--- config.mk ---
export PLATFORM = sky130hd
export DESIGN_NAME = rbm_dma_scheduler_flat
export DESIGN_NICKNAME = d
export VERILOG_FILES = /design/src/rtl/rbm_dma_scheduler_pkg.sv /design/src/rtl/rbm_dma_scheduler_if.sv /design/src/rtl/rbm_dma_scheduler_xfer_counter.sv /design/src/rtl/rbm_dma_scheduler.sv /design/src/flat_wrapper.sv
export SDC_FILE = /design/constraint.sdc
export NUM_CORES = 1
export LEC_CHECK = 0
export CAP_MARGIN = 25
export CORE_MARGIN = 2
export CORE_UTILIZATION = 40
export DETAILED_ROUTE_END_ITERATION = 8
export GPL_TIMING_DRIVEN = 0
export PLACE_DENSITY = 0.78
export SYNTH_ARGS = -nofsm -noshare
export SYNTH_HDL_FRONTEND = slang
export SYNTH_SLANG_ARGS = --single-unit
--- constraint.sdc ---
create_clock -name clk -period 4.25 [get_ports clk]
set_input_delay 0.85 -clock clk [delete_from_list [all_inputs] [get_ports clk]]
set_output_delay 0.85 -clock clk [all_outputs]
set_load 0.01 [all_outputs]
--- src/rtl/rbm_dma_scheduler_pkg.sv ---
// rbm_pkg: shared FSM state type and datapath widths for the RBM DMA scheduler
package rbm_pkg;
  localparam int ADDR_W = 32;
  localparam int CNT_W = 16;
  typedef enum logic [2:0] {
    IDLE, RD_REQ, RD_XFER, COMPUTE, WR_REQ, WR_XFER, NEXT, FINISH
  } rbm_dma_state_e;
endpackage

--- src/rtl/rbm_dma_scheduler_if.sv ---
// rbm_dma_scheduler_if: read/write DMA handshake and datapath launch signals
interface rbm_dma_scheduler_if;
  logic rd_request;
  logic [rbm_pkg::ADDR_W-1:0] rd_index;
  logic [rbm_pkg::ADDR_W-1:0] rd_length;
  logic rd_grant;
  logic rd_beat;
  logic rd_complete;
  logic comp_start;
  logic comp_done;
  logic wr_request;
  logic [rbm_pkg::ADDR_W-1:0] wr_index;
  logic [rbm_pkg::ADDR_W-1:0] wr_length;
  logic wr_grant;
  logic wr_beat;
  logic wr_complete;
  modport master (
    output rd_request, rd_index, rd_length, rd_complete, comp_start,
    output wr_request, wr_index, wr_length, wr_complete,
    input rd_grant, rd_beat, comp_done, wr_grant, wr_beat
  );
  modport slave (
    input rd_request, rd_index, rd_length, rd_complete, comp_start,
    input wr_request, wr_index, wr_length, wr_complete,
    output rd_grant, rd_beat, comp_done, wr_grant, wr_beat
  );
endinterface

--- src/rtl/rbm_dma_scheduler_xfer_counter.sv ---
// rbm_xfer_counter: beat counter flagging the final beat and an already-met limit
module rbm_xfer_counter import rbm_pkg::*; (
  input  logic clk,
  input  logic rst,
  input  logic clr,
  input  logic inc,
  input  logic [CNT_W-1:0] limit,
  output logic term,
  output logic last
);
  logic [CNT_W-1:0] cnt;
  assign term = cnt == limit;
  assign last = inc && !term && (cnt + CNT_W'(1) == limit);
  // count accepted beats, saturating at the limit so extra beats are dropped
  always_ff @(posedge clk)
    cnt <= (rst || clr) ? '0 : (inc && !term) ? cnt + CNT_W'(1) : cnt;
endmodule

--- src/rtl/rbm_dma_scheduler.sv ---
// rbm_dma_scheduler: per-user read/compute/write sequencing over all RBM training loops
module rbm_dma_scheduler import rbm_pkg::*; #(
  parameter logic [ADDR_W-1:0] RD_BASE = 32'h0000_0000,
  parameter logic [ADDR_W-1:0] WR_BASE = 32'h0010_0000
) (
  input  logic clk,
  input  logic rst,
  input  logic init_done,
  input  logic [CNT_W-1:0] num_users,
  input  logic [CNT_W-1:0] num_loops,
  input  logic [CNT_W-1:0] num_movies,
  rbm_dma_scheduler_if.master bus,
  output logic [CNT_W-1:0] cur_user,
  output logic [CNT_W-1:0] cur_loop,
  output logic done
);
  rbm_dma_state_e state, state_n;
  logic [ADDR_W-1:0] offset, offset_n, movies_w, rd_index, wr_index, rd_length, wr_length;
  logic rd_term, rd_last, wr_term, wr_last, last_user, last_loop, start, comp_start;
  assign movies_w = {{(ADDR_W-CNT_W){1'b0}}, num_movies};
  assign last_user = cur_user == num_users - CNT_W'(1);
  assign last_loop = cur_loop == num_loops - CNT_W'(1);
  assign start = state == IDLE && init_done && !done;
  assign offset_n = last_user ? '0 : offset + movies_w;
  rbm_xfer_counter u_rd_cnt (
    .clk(clk), .rst(rst), .clr(state == RD_REQ && bus.rd_grant),
    .inc(state == RD_XFER && bus.rd_beat), .limit(num_movies),
    .term(rd_term), .last(rd_last)
  );
  rbm_xfer_counter u_wr_cnt (
    .clk(clk), .rst(rst), .clr(state == WR_REQ && bus.wr_grant),
    .inc(state == WR_XFER && bus.wr_beat), .limit(num_movies),
    .term(wr_term), .last(wr_last)
  );
  // state register
  always_ff @(posedge clk)
    state <= rst ? IDLE : state_n;
  // next-state logic
  always_comb begin
    state_n = state;
    case (state)
      IDLE:    if (start) state_n = (num_users == '0 || num_loops == '0) ? FINISH : RD_REQ;
      RD_REQ:  if (bus.rd_grant) state_n = RD_XFER;
      RD_XFER: if (rd_term || rd_last) state_n = COMPUTE;
      COMPUTE: if (bus.comp_done) state_n = WR_REQ;
      WR_REQ:  if (bus.wr_grant) state_n = WR_XFER;
      WR_XFER: if (wr_term || wr_last) state_n = NEXT;
      NEXT:    state_n = (last_user && last_loop) ? FINISH : RD_REQ;
      default: state_n = FINISH;
    endcase
  end
  // user/loop position, addresses and sticky completion
  always_ff @(posedge clk) begin
    if (rst) begin
      cur_user <= '0;
      cur_loop <= '0;
      offset <= '0;
      rd_index <= '0;
      wr_index <= '0;
      rd_length <= '0;
      wr_length <= '0;
      comp_start <= 1'b0;
      done <= 1'b0;
    end else begin
      comp_start <= state != COMPUTE && state_n == COMPUTE;
      done <= done || state_n == FINISH;
      if (start) begin
        cur_user <= '0;
        cur_loop <= '0;
        offset <= '0;
        rd_index <= RD_BASE;
        wr_index <= WR_BASE;
        rd_length <= movies_w;
        wr_length <= movies_w;
      end else if (state == NEXT) begin
        cur_user <= last_user ? '0 : cur_user + CNT_W'(1);
        cur_loop <= last_user ? cur_loop + CNT_W'(1) : cur_loop;
        offset <= offset_n;
        rd_index <= RD_BASE + offset_n;
        wr_index <= WR_BASE + offset_n;
      end
    end
  end
  // bus outputs decoded from state
  always_comb begin
    bus.rd_request = state == RD_REQ;
    bus.wr_request = state == WR_REQ;
    bus.rd_complete = state == RD_XFER && rd_last;
    bus.wr_complete = state == WR_XFER && wr_last;
    bus.comp_start = comp_start;
    bus.rd_index = rd_index;
    bus.wr_index = wr_index;
    bus.rd_length = rd_length;
    bus.wr_length = wr_length;
  end
endmodule

--- src/flat_wrapper.sv ---
// flat-port wrapper written by rule: the top's interface ports become plain ports
module rbm_dma_scheduler_flat import rbm_pkg::*;
#(
  parameter logic [ADDR_W-1:0] RD_BASE = 32'h0000_0000,
  parameter logic [ADDR_W-1:0] WR_BASE = 32'h0010_0000
)
  (clk, rst, init_done, num_users, num_loops, num_movies, cur_user, cur_loop, done, bus_rd_request, bus_rd_index, bus_rd_length, bus_rd_complete, bus_comp_start, bus_wr_request, bus_wr_index, bus_wr_length, bus_wr_complete, bus_rd_grant, bus_rd_beat, bus_comp_done, bus_wr_grant, bus_wr_beat);
  rbm_dma_scheduler_if bus_i ();
  input  logic clk;
  input  logic rst;
  input  logic init_done;
  input  logic [CNT_W-1:0] num_users;
  input  logic [CNT_W-1:0] num_loops;
  input  logic [CNT_W-1:0] num_movies;
  output logic [CNT_W-1:0] cur_user;
  output logic [CNT_W-1:0] cur_loop;
  output logic done;
  output wire logic [$bits(bus_i.rd_request)-1:0] bus_rd_request;
  output wire logic [$bits(bus_i.rd_index)-1:0] bus_rd_index;
  output wire logic [$bits(bus_i.rd_length)-1:0] bus_rd_length;
  output wire logic [$bits(bus_i.rd_complete)-1:0] bus_rd_complete;
  output wire logic [$bits(bus_i.comp_start)-1:0] bus_comp_start;
  output wire logic [$bits(bus_i.wr_request)-1:0] bus_wr_request;
  output wire logic [$bits(bus_i.wr_index)-1:0] bus_wr_index;
  output wire logic [$bits(bus_i.wr_length)-1:0] bus_wr_length;
  output wire logic [$bits(bus_i.wr_complete)-1:0] bus_wr_complete;
  input wire logic [$bits(bus_i.rd_grant)-1:0] bus_rd_grant;
  input wire logic [$bits(bus_i.rd_beat)-1:0] bus_rd_beat;
  input wire logic [$bits(bus_i.comp_done)-1:0] bus_comp_done;
  input wire logic [$bits(bus_i.wr_grant)-1:0] bus_wr_grant;
  input wire logic [$bits(bus_i.wr_beat)-1:0] bus_wr_beat;
  assign bus_rd_request = bus_i.rd_request;
  assign bus_rd_index = bus_i.rd_index;
  assign bus_rd_length = bus_i.rd_length;
  assign bus_rd_complete = bus_i.rd_complete;
  assign bus_comp_start = bus_i.comp_start;
  assign bus_wr_request = bus_i.wr_request;
  assign bus_wr_index = bus_i.wr_index;
  assign bus_wr_length = bus_i.wr_length;
  assign bus_wr_complete = bus_i.wr_complete;
  assign bus_i.rd_grant = bus_rd_grant;
  assign bus_i.rd_beat = bus_rd_beat;
  assign bus_i.comp_done = bus_comp_done;
  assign bus_i.wr_grant = bus_wr_grant;
  assign bus_i.wr_beat = bus_wr_beat;
  rbm_dma_scheduler #(.RD_BASE(RD_BASE), .WR_BASE(WR_BASE)) u_core (.clk(clk), .rst(rst), .init_done(init_done), .num_users(num_users), .num_loops(num_loops), .num_movies(num_movies), .bus(bus_i), .cur_user(cur_user), .cur_loop(cur_loop), .done(done));
endmodule
==> results.toml, run 1 <==
[logic_synthesis]
number_of_synthesized_flops_with_an_enable_pin = 0
ys_ff_latch = 129
portion_of_synthesized_cell_area_occupied_by_the_leading_cell_type_pct = 27.7
synth_top_area_cell = "sky130_fd_sc_hd__dfxtp_1"
synth_cells = 1202
ys_async_sr_fraction_pct = 0
synth_warnings = 0
post_synth_design_cell_area_sq_mm = 0.00932
syn-mean-instance-area_sq_um = 7.75
postSynth.topFlopCell = "sky130_fd_sc_hd__dfxtp_1"
seq_area_frac_synth_pct = 27.7
synth.area.top_cells = "sky130_fd_sc_hd__dfxtp_1 (28%), sky130_fd_sc_hd__xor2_1 (9.0%), sky130_fd_sc_hd__xnor2_1 (7.9%), sky130_fd_sc_hd__buf_4 (5.6%), sky130_fd_sc_hd__nor2_1 (5.3%)"
ys_types = 89

[routing]
drt_pre_antenna_iters = 5
route.antenna.remaining_nets = 0
wire_per_inst_um = 16.0
avgViaCountPerCell = 5.26
total_via_count_after_detailed_routing = 9305
drt_wl_total_um = 28300
drc = 0
drtIter0Drc = 703

[sta]
total_count_of_hold_check_failures_in_the_final_report = 0
achievable-frequency_mhz = 238
max_slew.worst_pin.slew_ns = 0.724
relative_slew_slack_pct = 51.2
finalMaxSlewViolations = 0
fin_hold_ws_ns = 0.477
period_needed_ns = 4.20
layout_worst_path_cycle_share_pct = 98.9
finClkSkew_ns = 0.0103
timing.final.setup_violations = 0

[cts]
cts-root-to-sink-buffers = 2
htreeDepth = 4
clock_sink_total = 129
hold_buffer_count_at_cts = 0
cts.reportedPaths.clkPinSlew_ns = 0.06
cts_root_buffer = "sky130_fd_sc_hd__clkbuf_16"
tritoncts = "built"
worst_skew_pair.late_latency_ns = 0.44
cts_inserted_buffers = 17

[die]
die_height_um = 157
fp.dieW_um = 157
placementRows = 55
die-area_sq_mm = 0.0245
core_region_area_sq_mm = 0.0228
start_util_pct = 40.9
ios = 222

[global_route]
met2_usage_pct = 38.4
grt_max_degree = 17
congestion_overflow_gr = 0
grt_antenna_before_repair = 1
use_met1_pct = 30.4
layer_carrying_the_most_global_route_usage = "met2"
global_route.usage.total_pct = 23.0
grt_util_met3_pct = 4.10
grt_pass1_wl_um = 44700
first_global_vias = 8598

[setup_path]
crit_path_kind = "input pin to primary output"
worst_setup_path_end_kind = "primary output"
start_kind = "input pin"
cp.depth = 8
regToRegStartpoint = "u_core.offset[1]$_SDFFE_PP0P_"
cpMaxStageDelayCell = "sky130_fd_sc_hd__clkdlybuf4s50_1"
worst-path-max-fanout = 4
r2r_end = "u_core.bus.wr_index[30]$_SDFFE_PP0P_"
cp_data_arrival_time_ns = 3.35
cp.buffers_inverters = 2
crit_chain = "dlygate4sd2_1 -> xor2_1 -> xnor2_1 -> o21ai_0 -> nor4b_2 -> nand4_1 -> nor2_2 -> clkdlybuf4s50_1"
timing.reg2reg.worst_path_depth = 13
cpPeakStageDelay_ns = 0.58
regToRegSetupSlack_ns = 0.70
cp_data_required_time_ns = 3.40
cpLargestDelayFamily = "buffers and inverters"

[placement]
gpl.final_weighted_congestion = 0.942
port_buffers = 187
dpl.hpwl_um = 21700

[hold_path]
worst_hold_startpoint = "u_core.bus.rd_length[8]$_SDFFE_PP0P_"
hold_path_end = "u_core.bus.rd_length[8]$_SDFFE_PP0P_"
timing.hold.worst_path_depth = 2
worst_min_delay_path_class = "flop to flop"

[pwr]
power_frac_clock_pct = 46.9
pwr-share-comb_pct = 14.5
max-vdd-ir-drop_uv = 203
netSwitchingFraction_pct = 27.4
power.net_switching_w = 0.000884
internal_power_w = 0.00234
p_leak_nw = 4.63
power.density_cell_area_mw_per_mm2 = 261
sequentialPowerShare_pct = 38.6

[finish]
final_common_cell = "sky130_fd_sc_hd__clkdlybuf4s50_1"
layout.cells.most_common_list = "sky130_fd_sc_hd__clkdlybuf4s50_1 (172), sky130_fd_sc_hd__nor2_1 (131), sky130_fd_sc_hd__nand2_1 (130)"
flow.area_growth_from_synthesis_pct = 32.4
final_layout_size_suffix_gt1_share_pct = 11.1
post_route_core_utilization_pct = 54.2
num-nets-final = 1521

[job]
max_cap_violations = 0

[outcome]
status = "completed"
-- flip-flops by register name, summed over array words and instances, names as in the netlist --
register               cells
u_core.bus.comp_start      1
u_core.bus.rd_length      16
u_core.bus.wr_index       12
u_core.cur_loop           16
u_core.cur_user           16
u_core.done                1
u_core.offset             32
u_core.state               3
u_core.u_rd_cnt.cnt       16
u_core.u_wr_cnt.cnt       16
-- cells by family after synthesis --
family	share of synthesized area [%]
other	0.0402
buffers and inverters	8.52
and+or+nand+nor	28.4
AOI/OAI and AO/OA	14.1
muxes	1.10
xor gates and xnor gates	16.9
adders and majority gates	3.30
DFF	27.7
-- power groups by stage --
| stage | registers [W] | logic, W | clock network, W |
|---|---|---|---|
| after floorplan | 0.00127 | 0.000253 | 0 |
| after global placement | 0.00127 | 0.000458 | 0 |
| after detailed placement | 0.00127 | 0.000464 | 0 |
| after CTS | 0.00125 | 0.000464 | 0.00153 |
| after global routing | 0.00125 | 0.000507 | 0.00158 |
| final | 0.00125 | 0.000468 | 0.00151 |
-- worst max-delay path by stage --
stage	startpoint	to	slack, ns
2_1_floorplan	num_users[0]	u_core.bus.wr_index[30]$_SDFFE_PP0P_	0.75
3_3_place_gp	num_movies[14]	bus_wr_complete	-0.90
3_5_place_dp	num_movies[14]	bus_wr_complete	-0.87
4_1_cts	num_movies[1]	bus_wr_complete	0.003
5_1_grt	num_movies[14]	bus_rd_complete	-0.02
6_report	num_movies[14]	bus_rd_complete	0.05
-- worst min-delay path, delay by kind of cell (launching register included) --
| family | cells | cell delay [ns] |
|---|---|---|
| AOI/OAI and AO/OA | 1 | 0.05 |
| DFF | 1 | 0.32 |
| and+or+nand+nor | 1 | 0.06 |
-- layout make-up --
class                      instances  area [sq um]
inverter                          16          60.1
timing repair buffer             190          1870
buffer                           121           737
multi-input combinational        966          6090
clock buffer                      19           453
clock inverter                    13           153
fill                            2154         10400
sequential                       129          2580
tap                              313           392
antenna                            1          2.50
-- what timing repair did --
item                                   in CTS  in global routing
endpoints found under the hold margin       0                  0
resized for setup                          21                  7
gates cloned                                0                  0
setup endpoints to repair                   3                  3
pin swaps                                   3                  0
buffers inserted                            3                  0
-- layer usage --
layer / part of all wire, % / routed length [um] / vias to the layer above
li1: - / - / 4551
met1: 44 / 12300 / 4335
met2: 47 / 13400 / 379
met3: 7.4 / 2100 / 40
met4: 1.8 / 498 / 0
met5: 0 / 0 / -
-- through the flow --
stage               setup slack [ns]  TNS [ns]  total power (W)  cell area (sq um)  std cells
floorplan                      0.745         0          0.00153               9440       1233
global placement              -0.895     -7.46          0.00173              11700       1733
detailed placement            -0.871     -7.20          0.00174              11700       1733
CTS                          0.00309         0          0.00324              12300       1768
global route                 -0.0231   -0.0231          0.00334              12300       1768
finish                        0.0463         0          0.00322              12300       1768
-- cells in the mapped netlist, types with 4 or more instances --
library cell                  n
sky130_fd_sc_hd__nor2b_1     11
sky130_fd_sc_hd__or3_1       14
sky130_fd_sc_hd__nor2_1     132
sky130_fd_sc_hd__nor3_1      33
sky130_fd_sc_hd__and3_1      22
sky130_fd_sc_hd__buf_2       10
sky130_fd_sc_hd__xnor2_1     84
sky130_fd_sc_hd__and2_1       8
sky130_fd_sc_hd__dfxtp_1    129
sky130_fd_sc_hd__a21oi_1     95
sky130_fd_sc_hd__o21ai_0     44
sky130_fd_sc_hd__a21o_1       8
sky130_fd_sc_hd__and4_1       5
sky130_fd_sc_hd__o2111ai_1    5
sky130_fd_sc_hd__buf_1        4
sky130_fd_sc_hd__mux2i_1      8
sky130_fd_sc_hd__or4_1        4
sky130_fd_sc_hd__nand2_1    130
sky130_fd_sc_hd__nor4_1       9
sky130_fd_sc_hd__or2_2        7
sky130_fd_sc_hd__nand3_1     59
sky130_fd_sc_hd__nand4_1     21
sky130_fd_sc_hd__clkbuf_1    37
sky130_fd_sc_hd__nand2b_1     9
sky130_fd_sc_hd__a31oi_1      7
sky130_fd_sc_hd__o31ai_1      4
sky130_fd_sc_hd__o21a_1       7
sky130_fd_sc_hd__ha_1        23
sky130_fd_sc_hd__buf_4       70
sky130_fd_sc_hd__inv_1       16
sky130_fd_sc_hd__nor4b_1      5
sky130_fd_sc_hd__xor2_1      96
sky130_fd_sc_hd__o22ai_1      4
sky130_fd_sc_hd__o211ai_1     8
Note: power is estimated with default switching activity, not from simulation.
==> inputs of run 2 (changes only) <==
- CELL_PAD_IN_SITES_DETAIL_PLACEMENT: not set -> 0
- CELL_PAD_IN_SITES_GLOBAL_PLACEMENT: not set -> 1
- CORE_UTILIZATION: 40 -> 37
- PLACE_DENSITY: 0.78 -> 0.93
- SYNTH_HIERARCHICAL: not set -> 1
==> run 2 against run 1 <==
Area after synthesis is 1.3% higher. Clock power down 3%. Count of clock-buffer cells in the layout decreased by 2. Critical path type is now flop to primary output.
==> results.toml, run 2 <==
[finish]
top_register = "u_core/bus.rd_index"
fin_cells = 1795
post-route-cell-area_sq_mm = 0.0127
num-nets-final = 1532
largest_register_ff_count = 32
final_layout_size_suffix_gt1_share_pct = 12.7
final_common_cell = "sky130_fd_sc_hd__clkdlybuf4s50_1"
n_antenna_cell = 0
layout.cells.most_common_list = "sky130_fd_sc_hd__clkdlybuf4s50_1 (169), sky130_fd_sc_hd__nor2_1 (130), sky130_fd_sc_hd__nand2_1 (128), sky130_fd_sc_hd__dfxtp_1 (128), sky130_fd_sc_hd__a21oi_1 (109)"
flow.area_growth_from_synthesis_pct = 34.1

[job]
max_cap_violations = 0

[pwr]
max-vdd-ir-drop_uv = 232
power.density_cell_area_mw_per_mm2 = 249
p_leak_nw = 4.83

[hold_path]
timing.hold.worst_path_depth = 2
worst_min_delay_path_class = "flop to flop"
worst_hold_startpoint = "u_core/bus.wr_length[12]$_SDFFE_PP0P_"

[outcome]
status = "completed"

[die]
placementRows = 58
core_region_area_sq_mm = 0.0251
die-area_sq_mm = 0.0268
ios = 222
die_height_um = 164
start_util_pct = 37.6
fp.dieW_um = 164

[setup_path]
cp.depth = 8
timing.reg2reg.worst_path_depth = 12
cp.buffers_inverters = 4
cp_data_arrival_time_ns = 3.31
start_kind = "flop"
cp_data_required_time_ns = 3.40
cpLargestDelayFamily = "buffers and inverters"
worst_setup_path_end_kind = "primary output"
worst-path-max-fanout = 10
cpPeakStageDelay_ns = 0.54
startpoint = "u_core/state[2]$_SDFF_PP0_"
crit_path_kind = "flop to primary output"
regToRegStartpoint = "u_core/bus.rd_index[0]$_SDFFE_PP0P_"
cpMaxStageDelayCell = "sky130_fd_sc_hd__clkdlybuf4s50_1"
crit_chain = "clkbuf_1 -> clkbuf_1 -> and3_1 -> clkbuf_8 -> nand4_1 -> nor4_4 -> and3_1 -> clkdlybuf4s50_1"

[cts]
worst_skew_pair.late_latency_ns = 0.43
cts_root_buffer = "sky130_fd_sc_hd__clkbuf_16"
tritoncts = "built"
cts.reportedPaths.clkPinSlew_ns = 0.06
clock_sink_total = 129
htreeDepth = 4
hold_buffer_count_at_cts = 0
cts-root-to-sink-buffers = 2
cts_inserted_buffers = 17

[logic_synthesis]
ys_async_sr_fraction_pct = 0
ys_types = 79
ys_ff_latch = 129
post_synth_most_frequent_cells = "sky130_fd_sc_hd__nor2_1 (134), sky130_fd_sc_hd__dfxtp_1 (129), sky130_fd_sc_hd__nand2_1 (128)"
synth_warnings = 6
synthMostInstantiatedCell = "sky130_fd_sc_hd__nor2_1"
post_synth_design_cell_area_sq_mm = 0.00944
number_of_synthesized_flops_with_an_enable_pin = 0
seq_area_frac_synth_pct = 27.4
postSynth.topFlopCell = "sky130_fd_sc_hd__dfxtp_1"
synth_top_area_cell = "sky130_fd_sc_hd__dfxtp_1"
synth.area.top_cells = "sky130_fd_sc_hd__dfxtp_1 (27%), sky130_fd_sc_hd__xor2_1 (9.0%), sky130_fd_sc_hd__xnor2_1 (7.0%), sky130_fd_sc_hd__a21oi_1 (5.8%), sky130_fd_sc_hd__buf_4 (5.6%)"
syn-mean-instance-area_sq_um = 7.76
synth_cells = 1216
portion_of_synthesized_cell_area_occupied_by_the_leading_cell_type_pct = 27.4

[sta]
layout_worst_path_cycle_share_pct = 97.8
finClkSkew_ns = 0.0124
max_slew.worst_pin.slew_ns = 0.732
grt_setup_unrepaired = "true"
total_count_of_hold_check_failures_in_the_final_report = 0
timing.final.setup_violations = 0
finalMaxSlewViolations = 0
achievable-frequency_mhz = 241
relative_slew_slack_pct = 50.7
period_needed_ns = 4.16

[global_route]
first_global_vias = 8935
grt_antenna_before_repair = 0
grt_max_degree = 17
global_route.usage.total_pct = 21.5
grt_pass1_wl_um = 46100
congestion_overflow_gr = 0

[placement]
port_buffers = 186
number_of_placed_instances_taps_included = 1763
dpl.hpwl_um = 22000
detailed_place.area_sq_mm = 0.0118
gpl.final_weighted_congestion = 0.901

[routing]
drc = 0
route.antenna.remaining_nets = 0
avgViaCountPerCell = 5.27
drt_pre_antenna_iters = 5
wire_per_inst_um = 16.4
drtIter0Drc = 627
drt_wl_total_um = 29400
total_via_count_after_detailed_routing = 9454
## run 2: cell families after synthesis
family	share of synthesized area (%)
compound gates	16.3
xor+xnor	16.0
fa+ha+maj	3.26
buf+inv	9.05
flops	27.4
mux	0.530
other cells	0.0397
simple gates	27.5
## run 2: final timing paths
path	slack [ns]	end
max	0.09	bus_wr_complete
min	0.47	u_core/bus.wr_length[12]$_SDFFE_PP0P_
min reg2reg	0.47	u_core/bus.wr_length[12]$_SDFFE_PP0P_
max reg2reg	0.70	u_core/bus.wr_index[31]$_SDFFE_PP0P_
## run 2: routing by layer
| layer | share of wire [%] | routed length, um | GRT usage [%] | vias up |
|---|---|---|---|---|
| li1 | - | - | - | 4649 |
| met1 | 45 | 13200 | 28.2 | 4466 |
| met2 | 47 | 13900 | 36.0 | 301 |
| met3 | 6.1 | 1780 | 3.59 | 38 |
| met4 | 1.9 | 559 | 6.74 | 0 |
| met5 | 0 | 0 | 0 | - |
## run 2: repair_timing
item | CTS | global route
setup buffers | 0 | 1
pin swaps | 1 | 4
setup endpoints to repair | 40 | 39
resized for setup | 36 | 34
## run 2: area by class of cell
class / count / area (sq um)
Inverter: 14 / 52.6
Tap cell: 330 / 413
Buffer: 125 / 805
Fill cell: 2432 / 12400
Clock inverter: 15 / 156
Multi-Input combinational cell: 978 / 6360
Sequential cell: 129 / 2580
Clock buffer: 17 / 425
Timing Repair Buffer: 187 / 1870
## run 2: worst register-to-register path, delay by kind of cell, from the launching register on
family,cells,cell delay [ns]
adders and majority gates,2,0.68
and+or+nand+nor,4,1.22
DFF,1,0.37
AOI/OAI and AO/OA,5,1.07
xor gates and xnor gates,1,0.13
## run 2: stage by stage
| stage | utilization [%] | hold WS [ns] | setup slack (ns) | setup TNS (ns) | total power, W |
|---|---|---|---|---|---|
| 6_report | 50.4 | 0.474 | 0.0927 | 0 | 0.00315 |
| 4_1_cts | 49.9 | 0.481 | 0.0175 | 0 | 0.00317 |
| 2_1_floorplan | - | 0.481 | 0.390 | 0 | 0.00151 |
| 3_3_place_gp | 47.1 | 0.447 | -1.18 | -30.16 | 0.00170 |
| 5_1_grt | 50.4 | 0.499 | -0.00211 | -0.00211 | 0.00327 |
| 3_5_place_dp | 47.1 | 0.471 | -1.17 | -32.74 | 0.00171 |
## run 2: where the power goes
group / switching (W) / internal, W / leakage, nW
logic: 0.000248 / 0.000202 / 3.51
clock network: 0.000670 / 0.000789 / 0.283
registers: 0.0000133 / 0.00122 / 1.04
total: 0.000932 / 0.00222 / 4.83
